===== src/rtl/acc_cpu_pkg.sv =====
`default_nettype none
// ============================================================================
// Module      : acc_cpu_pkg
// Description : Shared definitions for the accumulator CPU core: opcode
//               encodings, opcode field width and control FSM states.
// Revision    : 1.0 - initial release
// ============================================================================
package acc_cpu_pkg;

    // Width of the opcode field held in the top bits of every instruction
    localparam int OPC_W = 3;

    localparam logic [OPC_W-1:0] OP_LOAD  = 3'd0;
    localparam logic [OPC_W-1:0] OP_STORE = 3'd1;
    localparam logic [OPC_W-1:0] OP_ADD   = 3'd2;
    localparam logic [OPC_W-1:0] OP_SUB   = 3'd3;
    localparam logic [OPC_W-1:0] OP_AND   = 3'd4;
    localparam logic [OPC_W-1:0] OP_JMP   = 3'd5;
    localparam logic [OPC_W-1:0] OP_JZ    = 3'd6;
    localparam logic [OPC_W-1:0] OP_HALT  = 3'd7;

    typedef enum logic [1:0] {
        S_FETCH  = 2'd0,
        S_DECODE = 2'd1,
        S_EXEC   = 2'd2,
        S_HALT   = 2'd3
    } state_t;

endpackage
`default_nettype wire


===== src/rtl/acc_cpu_alu.sv =====
`default_nettype none
// ============================================================================
// Module      : acc_cpu_alu
// Description : Combinational accumulator datapath. Combines AC with the
//               memory operand according to the opcode and flags signed
//               two's-complement overflow for ADD and SUB.
// Ports       : i_op      - opcode of the executing instruction
//               i_acc     - current accumulator value
//               i_operand - data returned by memory
//               o_result  - new accumulator value (AC for non-ALU opcodes)
//               o_ovf_evt - signed overflow occurred in this ADD/SUB
// Revision    : 1.0 - initial release
// ============================================================================
module acc_cpu_alu
    import acc_cpu_pkg::*;
#(
    parameter int DATA_W = 18
) (
    input  logic [OPC_W-1:0]  i_op,
    input  logic [DATA_W-1:0] i_acc,
    input  logic [DATA_W-1:0] i_operand,
    output logic [DATA_W-1:0] o_result,
    output logic              o_ovf_evt
);

    always_comb begin
        o_result  = i_acc;
        o_ovf_evt = 1'b0;
        case (i_op)
            OP_LOAD: o_result = i_operand;
            OP_ADD: begin
                o_result  = i_acc + i_operand;
                o_ovf_evt = (i_acc[DATA_W-1] == i_operand[DATA_W-1]) &&
                            (o_result[DATA_W-1] != i_acc[DATA_W-1]);
            end
            OP_SUB: begin
                // Subtraction adds the inverted operand, so overflow is judged
                // against the operand's complemented sign.
                o_result  = i_acc - i_operand;
                o_ovf_evt = (i_acc[DATA_W-1] == ~i_operand[DATA_W-1]) &&
                            (o_result[DATA_W-1] != i_acc[DATA_W-1]);
            end
            OP_AND:  o_result = i_acc & i_operand;
            default: o_result = i_acc;
        endcase
    end

endmodule
`default_nettype wire


===== src/rtl/acc_cpu_core.sv =====
`default_nettype none
// ============================================================================
// Module      : acc_cpu_core
// Description : Multi-cycle accumulator processor (PC, IR, AC, control FSM)
//               talking to a single-port memory over a req/ack handshake that
//               tolerates any number of wait states.
// Ports       : clk, reset          - clock and synchronous active-high reset
//               mem_req/we/addr/wdata - registered request, held until ack
//               mem_rdata, mem_ack  - read data and one-cycle completion
//               leds                - low bits of the last stored AC
//               halted, ovf, dbg_pc - status and current program counter
// Revision    : 1.0 - initial release
// ============================================================================
module acc_cpu_core
    import acc_cpu_pkg::*;
#(
    parameter int          DATA_W   = 18,
    parameter int          ADDR_W   = 13,
    parameter int          LED_W    = 10,
    parameter int unsigned RESET_PC = 0
) (
    input  logic              clk,
    input  logic              reset,
    output logic              mem_req,
    output logic              mem_we,
    output logic [ADDR_W-1:0] mem_addr,
    output logic [DATA_W-1:0] mem_wdata,
    input  logic [DATA_W-1:0] mem_rdata,
    input  logic              mem_ack,
    output logic [LED_W-1:0]  leds,
    output logic              halted,
    output logic              ovf,
    output logic [ADDR_W-1:0] dbg_pc
);

    localparam logic [ADDR_W-1:0] C_RESET_PC = ADDR_W'(RESET_PC);

    state_t              r_state_q, w_state_d;
    logic [ADDR_W-1:0]   r_pc_q,    w_pc_d;
    logic [DATA_W-1:0]   r_ir_q,    w_ir_d;
    logic [DATA_W-1:0]   r_ac_q,    w_ac_d;
    logic [LED_W-1:0]    r_leds_q,  w_leds_d;
    logic                r_ovf_q,   w_ovf_d;
    logic                r_req_q,   w_req_d;
    logic                r_we_q,    w_we_d;
    logic [ADDR_W-1:0]   r_addr_q,  w_addr_d;
    logic [DATA_W-1:0]   r_wdata_q, w_wdata_d;

    logic [OPC_W-1:0]    w_opcode;
    logic [ADDR_W-1:0]   w_operand;
    logic [ADDR_W-1:0]   w_branch_pc;
    logic                w_xfer;
    logic [DATA_W-1:0]   w_alu_result;
    logic                w_alu_ovf;
    logic                w_ir_unused;

    assign w_opcode  = r_ir_q[DATA_W-1 -: OPC_W];
    assign w_operand = r_ir_q[ADDR_W-1:0];
    // Bits between the opcode and operand fields carry no meaning
    assign w_ir_unused = &{1'b0, r_ir_q};
    // An ack only counts while a request is actually outstanding
    assign w_xfer    = r_req_q & mem_ack;

    acc_cpu_alu #(
        .DATA_W (DATA_W)
    ) u_alu (
        .i_op      (w_opcode),
        .i_acc     (r_ac_q),
        .i_operand (mem_rdata),
        .o_result  (w_alu_result),
        .o_ovf_evt (w_alu_ovf)
    );

    always_comb begin
        w_state_d   = r_state_q;
        w_pc_d      = r_pc_q;
        w_ir_d      = r_ir_q;
        w_ac_d      = r_ac_q;
        w_leds_d    = r_leds_q;
        w_ovf_d     = r_ovf_q;
        w_req_d     = r_req_q;
        w_we_d      = r_we_q;
        w_addr_d    = r_addr_q;
        w_wdata_d   = r_wdata_q;
        w_branch_pc = r_pc_q;

        case (r_state_q)
            S_FETCH: begin
                if (!r_req_q) begin
                    // Only reached straight after reset; every other entry to
                    // FETCH arrives with its read already issued.
                    w_req_d  = 1'b1;
                    w_we_d   = 1'b0;
                    w_addr_d = r_pc_q;
                end else if (mem_ack) begin
                    w_ir_d    = mem_rdata;
                    w_pc_d    = r_pc_q + ADDR_W'(1);
                    w_req_d   = 1'b0;
                    w_state_d = S_DECODE;
                end
            end

            S_DECODE: begin
                case (w_opcode)
                    OP_JMP, OP_JZ: begin
                        if (w_opcode == OP_JMP || r_ac_q == '0) begin
                            w_branch_pc = w_operand;
                        end
                        // Issue the next fetch directly so a branch costs
                        // only two cycles.
                        w_pc_d    = w_branch_pc;
                        w_req_d   = 1'b1;
                        w_we_d    = 1'b0;
                        w_addr_d  = w_branch_pc;
                        w_state_d = S_FETCH;
                    end
                    OP_HALT: begin
                        w_state_d = S_HALT;
                    end
                    default: begin
                        w_req_d   = 1'b1;
                        w_we_d    = (w_opcode == OP_STORE);
                        w_addr_d  = w_operand;
                        w_wdata_d = r_ac_q;
                        w_state_d = S_EXEC;
                    end
                endcase
            end

            S_EXEC: begin
                if (w_xfer) begin
                    if (w_opcode == OP_STORE) begin
                        w_leds_d = r_ac_q[LED_W-1:0];
                    end else begin
                        w_ac_d  = w_alu_result;
                        w_ovf_d = r_ovf_q | w_alu_ovf;
                    end
                    // Back-to-back fetch keeps mem_req high across the edge
                    w_req_d   = 1'b1;
                    w_we_d    = 1'b0;
                    w_addr_d  = r_pc_q;
                    w_state_d = S_FETCH;
                end
            end

            S_HALT: begin
                w_req_d = 1'b0;
            end

            default: begin
                w_state_d = S_FETCH;
                w_req_d   = 1'b0;
            end
        endcase
    end

    always_ff @(posedge clk) begin
        if (reset) begin
            r_state_q <= S_FETCH;
            r_pc_q    <= C_RESET_PC;
            r_ir_q    <= '0;
            r_ac_q    <= '0;
            r_leds_q  <= '0;
            r_ovf_q   <= 1'b0;
            r_req_q   <= 1'b0;
            r_we_q    <= 1'b0;
            r_addr_q  <= '0;
            r_wdata_q <= '0;
        end else begin
            r_state_q <= w_state_d;
            r_pc_q    <= w_pc_d;
            r_ir_q    <= w_ir_d;
            r_ac_q    <= w_ac_d;
            r_leds_q  <= w_leds_d;
            r_ovf_q   <= w_ovf_d;
            r_req_q   <= w_req_d;
            r_we_q    <= w_we_d;
            r_addr_q  <= w_addr_d;
            r_wdata_q <= w_wdata_d;
        end
    end

    assign mem_req   = r_req_q;
    assign mem_we    = r_we_q;
    assign mem_addr  = r_addr_q;
    assign mem_wdata = r_wdata_q;
    assign leds      = r_leds_q;
    assign halted    = (r_state_q == S_HALT);
    assign ovf       = r_ovf_q;
    assign dbg_pc    = r_pc_q;

endmodule
`default_nettype wire


===== config.mk =====
export PLATFORM = sky130hd
export DESIGN_NAME = acc_cpu_core
export DESIGN_NICKNAME = d
export VERILOG_FILES = /design/src/rtl/acc_cpu_pkg.sv /design/src/rtl/acc_cpu_alu.sv /design/src/rtl/acc_cpu_core.sv
export SDC_FILE = /design/constraint.sdc
export NUM_CORES = 1
export LEC_CHECK = 0
export ABC_CLOCK_PERIOD_IN_PS = 3350
export CAP_MARGIN = 25
export CORE_MARGIN = 3
export CORE_UTILIZATION = 50
export DETAILED_ROUTE_END_ITERATION = 7
export GPL_TIMING_DRIVEN = 0
export PLACE_DENSITY = 0.73
export SLEW_MARGIN = 20
export SYNTH_ARGS = -nofsm -noshare
export SYNTH_HDL_FRONTEND = slang
export SYNTH_SLANG_ARGS = --single-unit

===== constraint.sdc =====
create_clock -name clk -period 3.35 [get_ports clk]
set_input_delay 0.8375 -clock clk [delete_from_list [all_inputs] [get_ports clk]]
set_output_delay 0.8375 -clock clk [all_outputs]
set_load 0.01 [all_outputs]

Word level (Yosys, flattened, before mapping)
Index checks and enable logic that the tools add are counted.
{"block": "classes", "add_sub_neg": 3, "n_eq_ne": 20, "muxes": 25, "n_bitwise": 6, "reduce_logical": 20}
{"op": "$mux W13", "count": 6}
{"op": "$pmux W18 S4", "count": 1}
{"op": "$pmux W13 S2", "count": 2}
{"op": "$pmux W13 S3", "count": 1}
{"op": "$add A18 B18 Y18", "count": 1}
{"op": "$and A18 B18 Y18", "count": 1}
{"op": "$logic_not A18 Y1", "count": 1}
{"op": "$sub A18 B18 Y18", "count": 1}
{"op": "$reduce_and A4 Y1", "count": 4}
{"op": "$add A13 B1 Y13 const B", "count": 1}
{"op": "$eq A3 B3 Y1 const B", "count": 4}
{"op": "$ne A2 B2 Y1 const B", "count": 6}
{"op": "$reduce_and A3 Y1", "count": 3}
{"op": "$eq A3 B2 Y1 const B", "count": 2}
{"op": "$mux W1", "count": 6}
{"op": "$mux W2", "count": 3}
{"op": "$pmux W2 S3", "count": 1}
{"op": "$eq A2 B2 Y1 const B", "count": 2}
{"op": "$pmux W1 S2", "count": 2}
{"op": "$pmux W1 S4", "count": 1}
{"op": "$pmux W2 S2", "count": 1}
{"op": "$reduce_and A2 Y1", "count": 2}
{"op": "$reduce_bool A4 Y1", "count": 1}
{"op": "$eq A3 B1 Y1 const B", "count": 1}
{"op": "other kinds (15)", "count": 20}
{"block": "word_totals", "ff_bits": 95, "in_bits": 21, "elab_cells": 84}

Logic depth before layout (Yosys ltp)
Gate-level depths: netlist of the first run.
{"block": "depth", "depth_word": 5, "ltp_mapped": 11, "depth_no_buf": 11}

By module
A second synthesis of the first run with hierarchy kept.
{"block": "hier_totals", "cells_unflattened": 904, "area_unflattened_um2": 6797.8}
{"mod": "acc_cpu_core", "n_inst": 1, "cells_each": 504, "area_each_um2": 4165.2, "seq_area_each_um2": 1861.8}
{"mod": "acc_cpu_alu", "n_inst": 1, "cells_each": 400, "area_each_um2": 2632.5, "seq_area_each_um2": 0.0}

Worst setup path before layout of the first run
No wires, ideal clock.
{"block": "synth_path", "kind": "input to register", "startpoint": "in mem_rdata[9]", "endpoint": "reg r_ac_q[15]", "setup_time_ps": 62, "arrival_ps": 2717, "t_required_ps": 3288, "slack_ps": 571, "path_stages": 10, "path_buffers": 1, "cell_sequence": "inv_1 -> ha_1 -> buf_6 -> nor4_4 -> nand2_2 -> a311oi_4 -> o211ai_2 -> a21o_1 -> a2111o_1 -> nand3b_1"}
{"block": "synth_between", "elab_chain_len": 2, "word_cells_on_any_way": 3, "classes_between": "add/sub: 2; mux: 1"}
{"element": "from (decl)", "line": "acc_cpu_core.sv:28", "text": "input logic [DATA_W-1:0] mem_rdata,"}
{"element": "$sub A18 B18 Y18 / $add A18 B18 Y18 (equally long branches)", "line": "acc_cpu_alu.sv:39, acc_cpu_alu.sv:32"}
{"element": "$pmux W18 S4 (*)", "line": "acc_cpu_alu.sv:29", "text": "case (i_op)"}
{"element": "to (signal assigned)", "line": "acc_cpu_core.sv:173", "text": "r_ac_q <= w_ac_d;"}
{"element": "to (decl)", "line": "acc_cpu_core.sv:41", "text": "logic [DATA_W-1:0] r_ac_q, w_ac_d;"}
Every way passes the cells marked *; elsewhere a longest branch is shown, timed or not.
A chain may end at the register's enable or synchronous reset.

Worst setup path after layout of the first run
{"block": "layout_path", "startpoint": "in mem_rdata[4]", "endpoint": "reg r_ac_q[15]"}
The elaborated chain is that of the path after synthesis.

==> results_dict.tcl, run 1 <==
set metrics [dict create \
    synthMuxAreaShare 0.0489 \
    grt_usage 0.279 \
    use_met1 0.400 \
    ios 79 \
    area_growth_pct 21.4 \
    worstRegToRegCells 7 \
    drtIter0Drc 822 \
    final_util 0.633 \
    ctsRootBufferMaster "clkbuf_16" \
    p_clk_frac 0.300 \
    worstSkewPairLatency_ns 0.35 \
    worstMarginPinSlew_ns 0.831 \
    yosysTopAreaCell "dfxtp_1" \
    synthArstFlopShare 0 \
    maxSlewHeadroom 0.446 \
    hold_class "reg -> reg" \
    timing.rr.end "r_ac_q[17]" \
    switching_share 0.370 \
    ys_seq_elements 93 \
    numCtsBuffers 9 \
    drc 0 \
    crit_slowest_cell "clkdlybuf4s50_1" \
    endpoint_kind "flop" \
    setup_viol 0 \
    synth-main-ff-cell "dfxtp_1" \
    drv_slew 0 \
    rr_startpoint "r_state_q[0]" \
    synth_top_family_by_area "compound AO/OA/AOI/OAI gates" \
    holdPathStages 2 \
    design_area_mm2 0.00773 \
    synth_compound_area_frac 0.259 \
    core_mm2 0.0122 \
    synth_xor_area_frac 0.0165 \
    grt_pass1_vias 6041 \
    placed_area_mm2 0.00735 \
    yosysSeqAreaShare 0.293 \
    synth_fa_ha_area_frac 0.0869 \
    drt-wirelength-per-cell_um 18.1 \
    path_clk_slew_ns 0.07 \
    syn_avg_cell_area_um2 7.51 \
    syn-instance-count 847 \
    fin_crit_sh 0.955 \
    path_max_fanout 10 \
    numClockSinks 93 \
    routed_wl_mm 20.1 \
    grt-ovfl-total 0 \
    postRouteAntennaNets 0 \
    drv_cap 0 \
    dp_hpwl_mm 15.0 \
    r2r_setup_slack_ns 0.71 \
    netlist_area_mm2 0.00636 \
    final_cell_mix "nand2_1 (104), nor2_1 (95), a21oi_1 (93), dfxtp_1 (93), clkdlybuf4s50_1 (74)" \
    min_period_ns 3.20 \
    fin_skew_ns 0.00859 \
    p_per_area_mw_per_mm2 495 \
    p_int_uw 2410 \
    met2_usage 0.415 \
    synthSimpleGateAreaFrac 0.236 \
    postCtsHoldBufs 0 \
    num_rows 40 \
    rsz0062_at_grt "false" \
    gp_congestion 0.929 \
    floorplan.initialDensity 0.521 \
    finalPower_uw 3820 \
    h-tree-depth 3 \
    cts_tree "yes" \
    crit_arrival_ns 3.50 \
    path_class "in -> reg" \
    power_frac_comb 0.351 \
    holdPathEnd "mem_wdata[7]" \
    outcome "finished, final reports clean" \
    antenna_found_initial 0 \
    vdd_drop_max_v 0.000422 \
    syn-num-nets 911 \
    cp_cell_sequence "clkdlybuf4s50_1 -> inv_1 -> ha_1 -> buf_6 -> nor3_2 -> o21ai_1 -> a311oi_4 -> o211ai_2 -> a21o_1 -> a2111o_1 -> nand3b_1" \
    cp-start-kind "input pin" \
    grt_max_degree 18 \
    die_y_um 119 \
    slowest_delay_ns 0.58 \
    synth_area_leaders "dfxtp_1 (29%), ha_1 (8.1%), a21oi_1 (7.4%)" \
    viasPerCell 6.09 \
    final_layout_size_suffix_gt1_frac 0.0584 \
    synth-edff-count 0 \
    drt_first_pass_iters 5 \
    clk_path_buf_depth 2 \
    nNetsFinal 1000 \
    power.leakage_uw 0.00305 \
    io_buffers 77 \
    p_seq_frac 0.349 \
    grt-busiest-layer "met2" \
    design.die.area_mm2 0.0141 \
    fin_hold_ws_ns 0.456 \
    ys_types 72 \
    crit_required_ns 3.65 \
    synth_top_area_share 0.293 \
    clock.fmax_mhz 313 \
    die_w_um 119 \
    switchingPower_uw 1410 \
    worstHoldStart "mem_wdata[7]" \
    vias 6749 \
    layout_commonest_cell "nand2_1" \
    yosys_warnings 0 \
    grt_first_pass_wirelength_mm 31.8 \
    globalRouteMet3Util 0.0503 \
    num_antenna_cells 0 \
    hold_viol 0 \
]
area by class of cell:
cell class,instances,area (µm²)
buffer,54,241
clock buffer,9,225
clock inverter,7,106
fill,1174,4480
inverter,37,139
multi-input combinational,663,4160
sequential,93,1860
tap,168,210
timing repair buffer,78,786
Yosys cell counts, types with 5 or more instances:
cell type    n
o21a_1       9
mux2i_1     30
nand2b_1    11
nor2_1      95
and3_1       7
a31oi_1      5
o22ai_1      8
or3_1        9
ha_1        41
nor2b_1     15
inv_1       36
nand2_1    105
a32oi_1      6
a221oi_1     7
dfxtp_1     93
nand3_1     26
nor3_1      30
a21o_1       7
xnor2_1      6
a211oi_1    22
clkbuf_1    38
buf_1        6
a21oi_1     94
a311oi_1     5
xor2_1       6
o21ai_0     47
worst max-delay path by stage:
stage,from,endpoint,cells after the start
2_1_floorplan,mem_rdata[9],r_ac_q[15],10
3_3_place_gp,mem_rdata[9],r_ac_q[13],11
3_5_place_dp,mem_rdata[9],r_ac_q[13],11
4_1_cts,mem_rdata[9],r_ac_q[15],11
5_1_grt,mem_rdata[10],r_ac_q[17],10
6_report,mem_rdata[4],r_ac_q[15],11
routing by layer:
| metal | vias up | wire (µm) |
|---|---|---|
| li1 | 3213 | - |
| met4 | 0 | 616 |
| met2 | 326 | 8670 |
| met1 | 3165 | 9110 |
| met5 | - | 0 |
| met3 | 45 | 1740 |
kinds of logic after synthesis:
kind of cell / after synthesis
xor gates and xnor gates: 12
and+or+nand+nor: 324
muxes: 31
adders and majority gates: 43
DFF: 93
AOI/OAI and AO/OA: 253
buffers and inverters: 91
flip-flops by register name, summed over array words and instances, names as in the netlist:
name,flops
mem_wdata,18
r_ac_q,18
r_ir_q,16
dbg_pc,13
mem_addr,13
leds,10
r_state_q,2
mem_req,1
mem_we,1
ovf,1
timing repair:
action	4_1_cts	5_1_grt
endpoints found under the setup margin	1	7
resized for setup	1	11
pin swaps	0	4
setup buffers	0	1
gates cloned	0	0
per-stage QoR:
stage	TNS, ns	setup slack [ns]	cells
floorplan	0	0.571	847
global placement	-2.22	-0.403	1092
detailed placement	-2.21	-0.407	1092
CTS	0	0.0833	1108
global route	0	0.0293	1109
finish	0	0.152	1109
power groups by stage:
stage	clock, µW	combinational [µW]	sequential (µW)
3_3_place_gp	0	1310	1360
4_1_cts	1160	1320	1330
2_1_floorplan	0	817	1370
6_report	1150	1340	1330
5_1_grt	1200	1470	1350
3_5_place_dp	0	1310	1360
critical path: cells and delay by family:
family	cells	cell delay, ns
and+or+nand+nor	2	0.26
AOI/OAI and AO/OA	5	1.26
buffers and inverters	3	0.82
adders and majority gates	1	0.31
Power figures use the tool's default switching activity.
==> inputs of run 2 (changes only) <==
ABC_CLOCK_PERIOD_IN_PS = 3910   (was 3350)
clock period = 3.91 ns   (was 3.35 ns; I/O delays follow)
==> run 2 against run 1 <==
  * Via count decreased by 0.64%
  * Core utilization decreased by 0.43 points
  * Clock power decreased by 15%
  * Setup slack improved by 0.12 ns
  * Combinational power decreased by 14%
  * Register-to-register slack improved by 0.43 ns
  * Critical path type unchanged
  * Largest cell class unchanged
==> results_dict.tcl, run 2 (same netlist as run 1, synthesis figures left out) <==
set metrics [dict create \
    outcome "finished, final reports clean" \
    drtIter0Drc 746 \
    worstSkewPairLatency_ns 0.35 \
    fin_skew_ns 0.00754 \
    hold_viol 0 \
    p_seq_frac 0.349 \
    antenna_found_initial 0 \
    num_rows 40 \
    worstRegToRegCells 9 \
    final_cell_mix "nand2_1 (105), nor2_1 (95), a21oi_1 (94)" \
    hold_class "reg -> reg" \
    p_clk_frac 0.299 \
    final_layout_size_suffix_gt1_frac 0.0500 \
    rsz0062_at_grt "false" \
    switchingPower_uw 1210 \
    fin_cells 1108 \
    die_y_um 119 \
    power.leakage_uw 0.00301 \
    crit_required_ns 4.12 \
    grt_usage 0.279 \
    slowest_delay_ns 0.63 \
    setup.worst_path.start "mem_rdata[9]" \
    vdd_drop_max_v 0.000361 \
    worst-path-stages 11 \
    grt_pass1_vias 6041 \
    num_antenna_cells 0 \
    drt-wirelength-per-cell_um 18.1 \
    cp_num_buf_inv 3 \
    setup_viol 0 \
    drv_slew 0 \
    gp_congestion 0.929 \
    min_period_ns 3.64 \
    vias 6706 \
    numCtsBuffers 9 \
    nNetsFinal 999 \
    cp-start-kind "input pin" \
    ctsRootBufferMaster "clkbuf_16" \
    worstMarginPinSlew_ns 0.831 \
    design.die.area_mm2 0.0141 \
    postRouteAntennaNets 0 \
    cts_tree "yes" \
    cts_resized 0 \
    core_mm2 0.0122 \
    clk_path_buf_depth 2 \
    area_growth_pct 20.6 \
    rr_startpoint "r_ac_q[8]" \
    endpoint_kind "flop" \
    path_max_fanout 10 \
    clock.fmax_mhz 275 \
    die_w_um 119 \
    viasPerCell 6.05 \
    tns_ns 0 \
    postCtsHoldBufs 0 \
    crit_arrival_ns 3.86 \
    numClockSinks 93 \
    drc 0 \
    r2r_setup_slack_ns 1.14 \
    postCtsSetupBuffers 0 \
    layout_commonest_cell "nand2_1" \
    timing.rr.end "r_ac_q[13]" \
    io_buffers 77 \
    floorplan.initialDensity 0.521 \
    p_int_uw 2060 \
    crit_slowest_cell "clkdlybuf4s50_1" \
    power_frac_comb 0.352 \
    h-tree-depth 3 \
    drt_first_pass_iters 8 \
    cp_top_family "compound AO/OA/AOI/OAI gates" \
    drv_cap 0 \
    fin_crit_sh 0.931 \
    path_clk_slew_ns 0.07 \
    grt_max_degree 18 \
    p_per_area_mw_per_mm2 427 \
    grt-ovfl-total 0 \
    ios 79 \
    crit_end "r_ac_q[13]" \
    dpl.cell_count 1092 \
    path_class "in -> reg" \
    maxSlewHeadroom 0.446 \
    switching_share 0.370 \
    cp_cell_sequence "clkdlybuf4s50_1 -> inv_1 -> ha_1 -> buf_6 -> a21o_1 -> a211oi_1 -> nand2_1 -> o211ai_1 -> a21boi_1 -> xnor2_1 -> o22ai_1" \
    dp_hpwl_mm 15.0 \
    routed_wl_mm 20.1 \
    fillerInstances 1177 \
    grt_first_pass_wirelength_mm 31.8 \
]
## run 2: routing by layer
metal,share of wire,up-vias,GRT usage
met1,0.45,3130,0.400
met5,0,-,0
li1,-,3207,-
met3,0.086,42,0.0503
met4,0.029,0,0.111
met2,0.43,327,0.415
## run 2: tightest hold or removal path: stages (launching register included)
cell and delay (ns):
dfxtp_1 0.31, nand2_1 0.05, a21oi_1 0.05
## run 2: final cells by class
cell class              instances  area (µm²)  area share
multi-input cells             663        4120       0.537
flip-flops and latches         93        1860       0.243
inverters                      37         139      0.0181
clock buffers                   9         225      0.0293
well taps                     168         210      0.0274
clock inverters                 7         106      0.0139
plain buffers                  54         241      0.0315
repair buffers                 77         771       0.100
## run 2: per-stage QoR
stage / power [µW] / util / hold WS [ns] / cell area (µm²) / setup slack [ns]
final: 3280 / 0.629 / 0.455 / 7680 / 0.268
after floorplan: 1880 / - / 0.444 / 6360 / 0.991
after global routing: 3440 / 0.629 / 0.488 / 7680 / 0.115
after detailed placement: 2280 / 0.602 / 0.448 / 7350 / 0.0127
after global placement: 2280 / 0.602 / 0.441 / 7350 / 0.0173
after CTS: 3270 / 0.629 / 0.458 / 7680 / 0.367
## run 2: power groups by stage
stage	combinational, µW	sequential (µW)	clock, µW
2_1_floorplan	700	1180	0
3_3_place_gp	1120	1160	0
3_5_place_dp	1120	1160	0
4_1_cts	1130	1140	994
5_1_grt	1260	1160	1030
6_report	1150	1140	980
## run 2: worst min-delay path by stage
stage	from	end	slack, ns	cells past startpoint
2_1_floorplan	r_ir_q[2]	r_ir_q[2]	0.44	2
3_3_place_gp	mem_wdata[7]	mem_wdata[7]	0.44	2
3_5_place_dp	mem_wdata[7]	mem_wdata[7]	0.45	2
4_1_cts	mem_wdata[7]	mem_wdata[7]	0.46	2
5_1_grt	mem_wdata[7]	mem_wdata[7]	0.49	2
6_report	mem_wdata[2]	mem_wdata[2]	0.46	2
